<file path="src/rtl/sram_arbiter.sv">
// Round-robin arbiter sharing one single-port SRAM between the core (C) and an
// external debug/DMA master (E); one access per three enabled cycles.
module sram_arbiter #(
  parameter int ADDR_W     = 8,
  parameter int DATA_W     = 8,
  parameter bit CORE_FIRST = 1'b1
) (
  input  logic              clk,
  input  logic              arst_n,
  input  logic              clk_valid,
  input  logic              c_req,
  input  logic              c_we,
  input  logic [ADDR_W-1:0] c_addr,
  input  logic [DATA_W-1:0] c_wdata,
  output logic              c_gnt,
  output logic              c_rvalid,
  input  logic              e_req,
  input  logic              e_we,
  input  logic [ADDR_W-1:0] e_addr,
  input  logic [DATA_W-1:0] e_wdata,
  output logic              e_gnt,
  output logic              e_rvalid,
  output logic [DATA_W-1:0] rdata,
  output logic [ADDR_W-1:0] sram_addr,
  output logic [DATA_W-1:0] sram_write_data,
  output logic              sram_write_en,
  input  logic [DATA_W-1:0] sram_read_data,
  output logic              busy
);

  typedef enum logic [1:0] {IDLE, ACCESS, DONE} state_t;

  state_t state;
  logic   owner_c;  // owner of the current/last access: 1 = core, 0 = external
  logic   we_q;
  logic   pick_c;

  // Under contention the port that did not own the previous access wins.
  assign pick_c = c_req && (!e_req || !owner_c);

  // NOTE: all state is non-blocking so every register sees pre-edge values.
  always_ff @(posedge clk or negedge arst_n) begin
    if (!arst_n) begin
      state           <= IDLE;
      owner_c         <= !CORE_FIRST;
      we_q            <= 1'b0;
      c_gnt           <= 1'b0;
      e_gnt           <= 1'b0;
      c_rvalid        <= 1'b0;
      e_rvalid        <= 1'b0;
      rdata           <= '0;
      sram_addr       <= '0;
      sram_write_data <= '0;
      sram_write_en   <= 1'b0;
      busy            <= 1'b0;
    end else if (clk_valid) begin
      c_gnt    <= 1'b0;
      e_gnt    <= 1'b0;
      c_rvalid <= 1'b0;
      e_rvalid <= 1'b0;
      case (state)
        IDLE: begin
          if (c_req || e_req) begin
            owner_c         <= pick_c;
            we_q            <= pick_c ? c_we    : e_we;
            sram_addr       <= pick_c ? c_addr  : e_addr;
            sram_write_data <= pick_c ? c_wdata : e_wdata;
            c_gnt           <= pick_c;
            e_gnt           <= !pick_c;
            busy            <= 1'b1;
            state           <= ACCESS;
          end
        end
        ACCESS: begin
          sram_write_en <= we_q;
          state         <= DONE;
        end
        DONE: begin
          sram_write_en <= 1'b0;
          busy          <= 1'b0;
          if (!we_q) begin
            rdata    <= sram_read_data;
            c_rvalid <= owner_c;
            e_rvalid <= !owner_c;
          end
          state <= IDLE;
        end
        default: state <= IDLE;
      endcase
    end
  end

endmodule

</file>
<file path="config.mk">
export PLATFORM = sky130hd
export DESIGN_NAME = sram_arbiter
export DESIGN_NICKNAME = d
export VERILOG_FILES = /design/src/rtl/sram_arbiter.sv
export SDC_FILE = /design/constraint.sdc
export NUM_CORES = 1
export LEC_CHECK = 0
export ABC_AREA = 1
export ABC_CLOCK_PERIOD_IN_PS = 1500
export CORE_MARGIN = 3
export CORE_UTILIZATION = 44
export CTS_BUF_LIST = sky130_fd_sc_hd__clkbuf_4
export CTS_CLUSTER_DIAMETER = 80
export DETAILED_ROUTE_END_ITERATION = 10
export GPL_TIMING_DRIVEN = 0
export PLACE_DENSITY_LB_ADDON = 0.1
export SLEW_MARGIN = 20
export SYNTH_ARGS = -nofsm -noshare
export SYNTH_HDL_FRONTEND = slang
export SYNTH_SLANG_ARGS = --single-unit
</file>
<file path="constraint.sdc">
create_clock -name clk -period 1.5 [get_ports clk]
set_clock_uncertainty 0.05 [all_clocks]
set_input_delay 0.3 -clock clk [delete_from_list [all_inputs] [get_ports clk]]
set_output_delay 0.3 -clock clk [all_outputs]
set_load 0.02 [all_outputs]
</file>
# Word-level counts from Yosys, hierarchy flattened
# Cells that the tools add are included.
[totals]
elab_cells = 46
register_bits = 34
out_inout_bits = 30
input_bits = 47
[classes]
n_mux = 16
n_bitwise = 1
eq_ne = 3
n_reduce_logical = 14
[op_table]
columns = ["op", "n"]
rows = [
  ["$mux W8", 2],
  ["$mux W1", 10],
  ["$reduce_and A3 Y1", 3],
  ["$pmux W1 S2", 2],
  ["$pmux W2 S2", 1],
  ["$reduce_and A2 Y1", 2],
  ["$reduce_bool A2 Y1", 2],
  ["$logic_not A1 Y1", 3],
  ["$eq A2 B1 Y1 const B", 1],
  ["$eq A2 B2 Y1 const B", 1],
  ["$logic_not A2 Y1", 1],
  ["$logic_or A1 B1 Y1", 2],
  ["$mux W2", 1],
  ["$ne A2 B2 Y1 const B", 1],
  ["$logic_and A1 B1 Y1", 1],
  ["$not A1 Y1", 1],
]

# Longest topological paths before layout
# Gate-level depths: netlist of run 1.
[logic_depth]
depth_word = 6
ltp_mapped = 8
ltp_nobuf = 8

# Worst setup path before layout of run 1
# Ideal clock, no wire load.
[synth_timing]
kind = "reg-to-reg"
startpoint = "register state[0]"
endpoint = "register sram_addr[0]"
required_ns = 1.333
stages_incl_launch_ff = 9
arrival_time_ns = 1.117
slack_ns = 0.216
path_buffers = 1
path_cell_list = "dfrtp_1 > inv_1 > ha_1 > nand2_4 > inv_1 > nand2_2 > buf_2 > nand2_1 > nand2_1"
[synth_via]
elab_chain_cells = 2
[synth_rtl]
columns = ["item", "line_no", "rtl"]
rows = [
  ["from (decl)", "33", "state_t state;"],
  ["from (signal assigned)", "44", "state <= IDLE;"],
  ["from (signal assigned)", "71", "state <= ACCESS;"],
  ["from (signal assigned)", "76", "state <= DONE;"],
  ["$logic_not A2 Y1", "61", "case (state)"],
  ["$reduce_and A3 Y1 (no line)", "n/a", ""],
  ["to (signal assigned)", "66", "sram_addr <= pick_c ? c_addr : e_addr;"],
  ["to (decl)", "24", "output logic [ADDR_W-1:0] sram_addr,"],
]
# No other way between the ends.
# A chain may end at the register's enable or synchronous reset.

# Worst setup path after layout of run 1
[layout_timing]
startpoint = "register sram_write_data[5]"
endpoint = "output port sram_write_data[5]"
[layout_lines]
columns = ["item", "line_no", "rtl"]
rows = [
  ["from (decl)", "25", "output logic [DATA_W-1:0] sram_write_data,"],
  ["from (signal assigned)", "67", "sram_write_data <= pick_c ? c_wdata : e_wdata;"],
]
# No word-level cell between the ends.

==> metrics, run 1 <==
# fillers=340; final hold slack=0.1637 ns; CP peak stage delay=0.41 ns; dpl cells=355; htree depth=2; Setup Viol. Count Final=0; critical path fanouts, max=2; Startpoint Class=register; routed vias/inst=4.608; die area=4961 um2; Initial DRC Count=49; Worst VDD drop=0.0009282 V; most frequent cells in the layout=nand2_1 (73), inv_1 (54), clkdlybuf4s50_1 (44); CTS Buffer Depth=2; MaxCap Viol Count=0; final period utilization=95.08%; setup ws final=0.07377 ns; n_diodes=0; Root Buffer=clkbuf_4; Seq cells post-synth=34; Netlist cell types=19; critical path's top delay family=flip-flops; hold path cells=2; Finished Layout Cells=365; CTS tree=yes; Worst path slowest cell=dfrtp_1; Yosys top cell by area=dfrtp_1; via count=1,682; WP depth=1; GRT Total Usage=18.38%; Hold Path Class=in2reg; fin crit period=1.426 ns; RSZ-0062 raised after global routing=yes; area grow syn2layout=50.62%; met1 WL=1.877 mm; share of cells above drive strength 1=12.30%; Cell Pwr Density=1640 nW/um2; Final Routed Wirelength=4.374 mm; Antenna Nets Post-Route=0; Buf/Inv on CP=1; Worst EP required=1.15 ns; top post-synthesis cells by area=dfrtp_1 (47%), nand2_1 (15%), inv_1 (11%); port buffer count=75; Initial Util=47.74%; Leakage Power=1.535 nW; die height=70.44 um; clk slew on worst S/H paths=0.11 ns; met2 wire len=2.160 mm; top-area cell type share of the netlist area=46.58%; worst rel slew slack=83.26%; setup_tns=0 ns; metal3 WL=311 um; r2r worst-path depth=7; Num CTS Buffers=5; Place WS=-0.1535 ns; area of placed instances=2653 um2; Die X=70.44 um; Max Freq=701.2 MHz; DRT Pass-1 Iters=4; Sink Count=34; Synth Area per Inst=7.908 um2; worst-margin pin slew=0.2508 ns; Synth Net Count=281; Finished Cell Area=2751 um2; outcome=complete, no violations; worst-path cell chain=dlygate4sd2_1; worst path arrival time=1.08 ns; Boundary Pins=77; Crit Path Class=reg2out; final hold viol count=0; number of global-route vias before repair=1,544; most common cell after layout, fill and taps aside=nand2_1; post-detail-place hpwl=3.279 mm; Core Region=3826 um2; num rows=22; nets=366; mapped cell area=1827 um2; largest net degree at the start of global routing=31; Cells after Synth=231; Max Slew Vio Count=0; top routing layer used=met4; worst skew pair latency=0.34 ns; Routability Congestion=0.7324; grt ovf=0; initial antenna violation count=0; drc violations=0; first-pass GRT wire length=7.334 mm; Setup crit end kind=output pin; Routed wire per std cell=11.98 um; register area share after synthesis=46.58%; Syn. warnings=0
-- cell usage after synthesis --
library cell,instances
inv_1,54
nand2_2,2
o21ai_0,9
buf_12,1
nand3_2,11
nand3_1,26
nand2_4,1
o21ai_1,1
o31ai_1,1
nor2_8,1
buf_4,3
dfrtp_1,34
nand2_1,73
inv_2,1
ha_1,3
o22ai_1,3
nor2_2,1
buf_2,3
buf_6,3
-- report_power, final --
| group | total [mW] | internal (mW) | switching, mW |
|---|---|---|---|
| Sequential | 1.55 | 1.32 | 0.226 |
| Combinational | 2.11 | 0.877 | 1.23 |
| Clock | 0.856 | 0.521 | 0.335 |
| Total | 4.51 | 2.72 | 1.79 |
-- registers in the layout (all words and copies together) (netlist names) --
signal	count
sram_write_en	1
owner_c	1
rdata	8
c_gnt	1
e_gnt	1
sram_write_data	8
we_q	1
e_rvalid	1
c_rvalid	1
state	2
busy	1
sram_addr	8
-- area by class of cell --
type	count	area [um2]	share of cell area, %
Sequential cell	34	850.8	30.92
Timing Repair Buffer	78	745.7	27.10
Multi-Input combinational cell	132	688.2	25.01
Inverter	55	206.4	7.503
Buffer	10	93.84	3.411
Clock inverter	3	68.82	2.501
Tap cell	48	60.06	2.183
Clock buffer	5	37.54	1.364
-- cell families (layout without fill, tap and decap cells) --
logic type               count (synthesis)  count (layout)  share of synthesized area [%]
flip-flops                              34              34                          46.58
adder cells (fa/ha/maj)                  3               3                          2.055
AO/OA/AOI/OAI                           14              14                          4.178
buffers and inverters                   65             151                          16.30
AND/OR/NAND/NOR                        115             115                          30.89
-- worst paths after layout --
check / from / to / slack [ns]
max: sram_write_data[5] / sram_write_data[5] / 0.07
min: clk_valid / e_gnt / 0.16
max reg2reg: state[1] / we_q / 0.09
min reg2reg: sram_addr[6] / sram_addr[6] / 0.43
min in group asynchronous: arst_n / sram_write_data[2] / 0.27
max in group asynchronous: arst_n / sram_addr[4] / 0.75
-- through the flow --
| stage | power, mW | util (%) |
|---|---|---|
| after floorplan | 2.841 | - |
| after global placement | 3.855 | 68.93 |
| after detailed placement | 3.911 | 69.33 |
| after CTS | 4.520 | 71.39 |
| after global routing | 4.843 | 71.91 |
| final | 4.512 | 71.91 |
-- layer usage --
| metal | global-route usage (%) | vias to the layer above |
|---|---|---|
| met4 | 4.468 | 0 |
| met1 | 23.68 | 758 |
| met2 | 29.63 | 57 |
| met5 | 0 | - |
| li1 | - | 865 |
| met3 | 6.187 | 2 |
-- timing repair --
action                                  4_1_cts  5_1_grt
buffers inserted                              0        1
endpoints found under the hold margin        34        0
resized for setup                            30        4
hold buffers                                  1        0
endpoints found under the setup margin       30       18
(Power assumes the default switching activity.)
==> run 2: changes to the inputs <==
- CORE_UTILIZATION: 44 -> 42
- CTS_BUF_LIST: sky130_fd_sc_hd__clkbuf_4 -> not set
==> run 2 against run 1 <==
Effect of this change:
- worst hold slack better by 0.067 ns
- global-route usage down 0.29 points
- sequential power about the same
- sequential share of layout area up 0.14 points
- worst setup slack better by 0.034 ns
- cell area down 0.45%
- largest cell class unchanged
==> metrics, run 2 (same netlist as run 1, synthesis figures left out) <==
outcome=complete, no violations; final hold viol count=0 (unchanged); post-detail-place hpwl=3.209 mm (-2.1%); Worst VDD drop=0.0006742 V (-27%); worst skew pair latency=0.28 ns (-0.06 ns); Setup crit end kind=register; area grow syn2layout=49.93%; # fillers=369 (+8.5%); Antenna Nets Post-Route=0 (unchanged); worst-margin pin slew=0.4545 ns (+0.2037 ns); CTS Buffer Depth=2 (unchanged); Max Slew Vio Count=0 (unchanged); final period utilization=92.84% (-2.2 points); RSZ-0062 raised after global routing=no; Die X=71.95 um (+2.2%); DRT Pass-1 Iters=4 (unchanged); GRT Total Usage=18.09% (-0.29 points); Initial Util=44.70% (-3.0 points); nets=365 (-0.27%); worst path arrival time=1.51 ns (+0.43 ns); top flop regs=rdata x8, sram_addr x8, sram_write_data x8; Startpoint Class=register; Setup Viol. Count Final=0 (unchanged); share of cells above drive strength 1=11.71% (-0.59 points); Routability Congestion=0.7305 (-0.26%); Cell Pwr Density=1577 nW/um2 (-3.8%); MaxCap Viol Count=0 (unchanged); Boundary Pins=77 (unchanged); first-pass GRT wire length=7.396 mm (+0.85%); htree depth=2 (unchanged); Worst EP required=1.62 ns (+0.47 ns); setup_tns=0 ns (unchanged); drc violations=0 (unchanged); Max Freq=718.1 MHz (+2.4%); port buffer count=75 (unchanged); Place WS=-0.1857 ns (-0.03221 ns); die height=71.95 um (+2.2%); Num CTS Buffers=5 (unchanged); Routed wire per std cell=11.40 um (-4.8%); die area=5177 um2 (+4.3%); CTS tree=yes; Root Buffer=clkbuf_8; n_diodes=0 (unchanged); Hold Path Class=in2reg; clk slew on worst S/H paths=0.07 ns (-0.04 ns); grt ovf=0 (unchanged); most common cell after layout, fill and taps aside=nand2_1; critical path fanouts, max=10 (+8); setup bufs post-CTS=0 (unchanged); Initial DRC Count=66 (+35%); setup ws final=0.1073 ns (+0.03357 ns); via count=1,663 (-1.1%); largest net degree at the start of global routing=19 (-39%); worst rel slew slack=69.70% (-14 points); Crit Path Class=reg2reg; fin crit period=1.393 ns (-0.03357 ns); Leakage Power=1.527 nW (-0.53%); num rows=23 (+4.5%); initial antenna violation count=0 (unchanged); Sink Count=34 (unchanged); number of global-route vias before repair=1,618 (+4.8%); Final Routed Wirelength=4.174 mm (-4.6%); most frequent cells in the layout=nand2_1 (73), inv_1 (54), clkdlybuf4s50_1 (44); Core Util, Final=67.02% (-4.9 points); routed vias/inst=4.544 (-1.4%); Core Region=4086 um2 (+6.8%)
-- run 2: cell count changes in the layout (fill, tap and decap cells not counted) --
cell	change
buf_12	-1
buf_16	+1
buf_4	-1
bufinv_16	-2
clkbuf_1	+1
clkbuf_4	-5
clkbuf_8	+6
clkinv_2	+1
clkinv_4	-1
-- run 2: cell type report --
cell class / instances / area, um2 / area share [%]
Buffer: 10 / 93.84 / 3.426
Clock buffer: 7 / 86.33 / 3.152
Clock inverter: 1 / 5.005 / 0.1827
Inverter: 55 / 206.4 / 7.538
Multi-Input combinational cell: 132 / 688.2 / 25.13
Sequential cell: 34 / 850.8 / 31.06
Tap cell: 50 / 62.56 / 2.284
Timing Repair Buffer: 77 / 745.7 / 27.23
-- run 2: stage by stage --
| step | power, mW | hold WS (ns) | cell area (um2) | instances |
|---|---|---|---|---|
| after floorplan | 2.841 | -0.04559 | 1827 | 231 |
| after global placement | 3.865 | 0.4120 | 2640 | 356 |
| after detailed placement | 3.915 | 0.2196 | 2663 | 357 |
| after CTS | 4.352 | 0.2147 | 2726 | 366 |
| after global routing | 4.670 | 0.2353 | 2739 | 366 |
| final | 4.319 | 0.2311 | 2739 | 366 |
-- run 2: timing repair --
item / 4_1_cts / 5_1_grt
pin swaps: 0 / 1
endpoints found under the setup margin: 30 / 15
hold buffers: 1 / 0
endpoints found under the hold margin: 17 / 0
gates resized for setup: 30 / 4
-- run 2: critical path, stage by stage (launching register included) --
cell     delay, ns
dfrtp_1       0.40
inv_1         0.09
ha_2          0.21
nand2_4       0.08
inv_1         0.07
nand2_2       0.07
buf_4         0.18
nand2_1       0.06
nand2_1       0.05
-- run 2: where the power goes --
part	switching (mW)	internal [mW]
combinational	1.23	0.860
sequential	0.210	1.33
clock	0.318	0.370
-- run 2: worst paths after layout --
check / cells after the start / from / slack, ns / endpoint
hold reg to reg: 2 / sram_addr[4] / 0.42 / sram_addr[4]
setup / recovery: 8 / state[1] / 0.11 / sram_addr[7]
min in group asynchronous: 2 / arst_n / 0.44 / c_gnt
max in group asynchronous: 3 / arst_n / 0.52 / sram_write_data[7]
setup reg to reg: 8 / state[1] / 0.11 / sram_addr[7]
hold / removal: 2 / clk_valid / 0.23 / c_gnt
-- run 2: routing by layer --
| layer | GRT usage (%) | routed length, um | vias up |
|---|---|---|---|
| met5 | 0 | 0 | - |
| met2 | 30.92 | 1972 | 51 |
| met1 | 22.53 | 1877 | 749 |
| met4 | 6.263 | 48 | 0 |
| met3 | 4.155 | 276 | 5 |
| li1 | - | - | 858 |
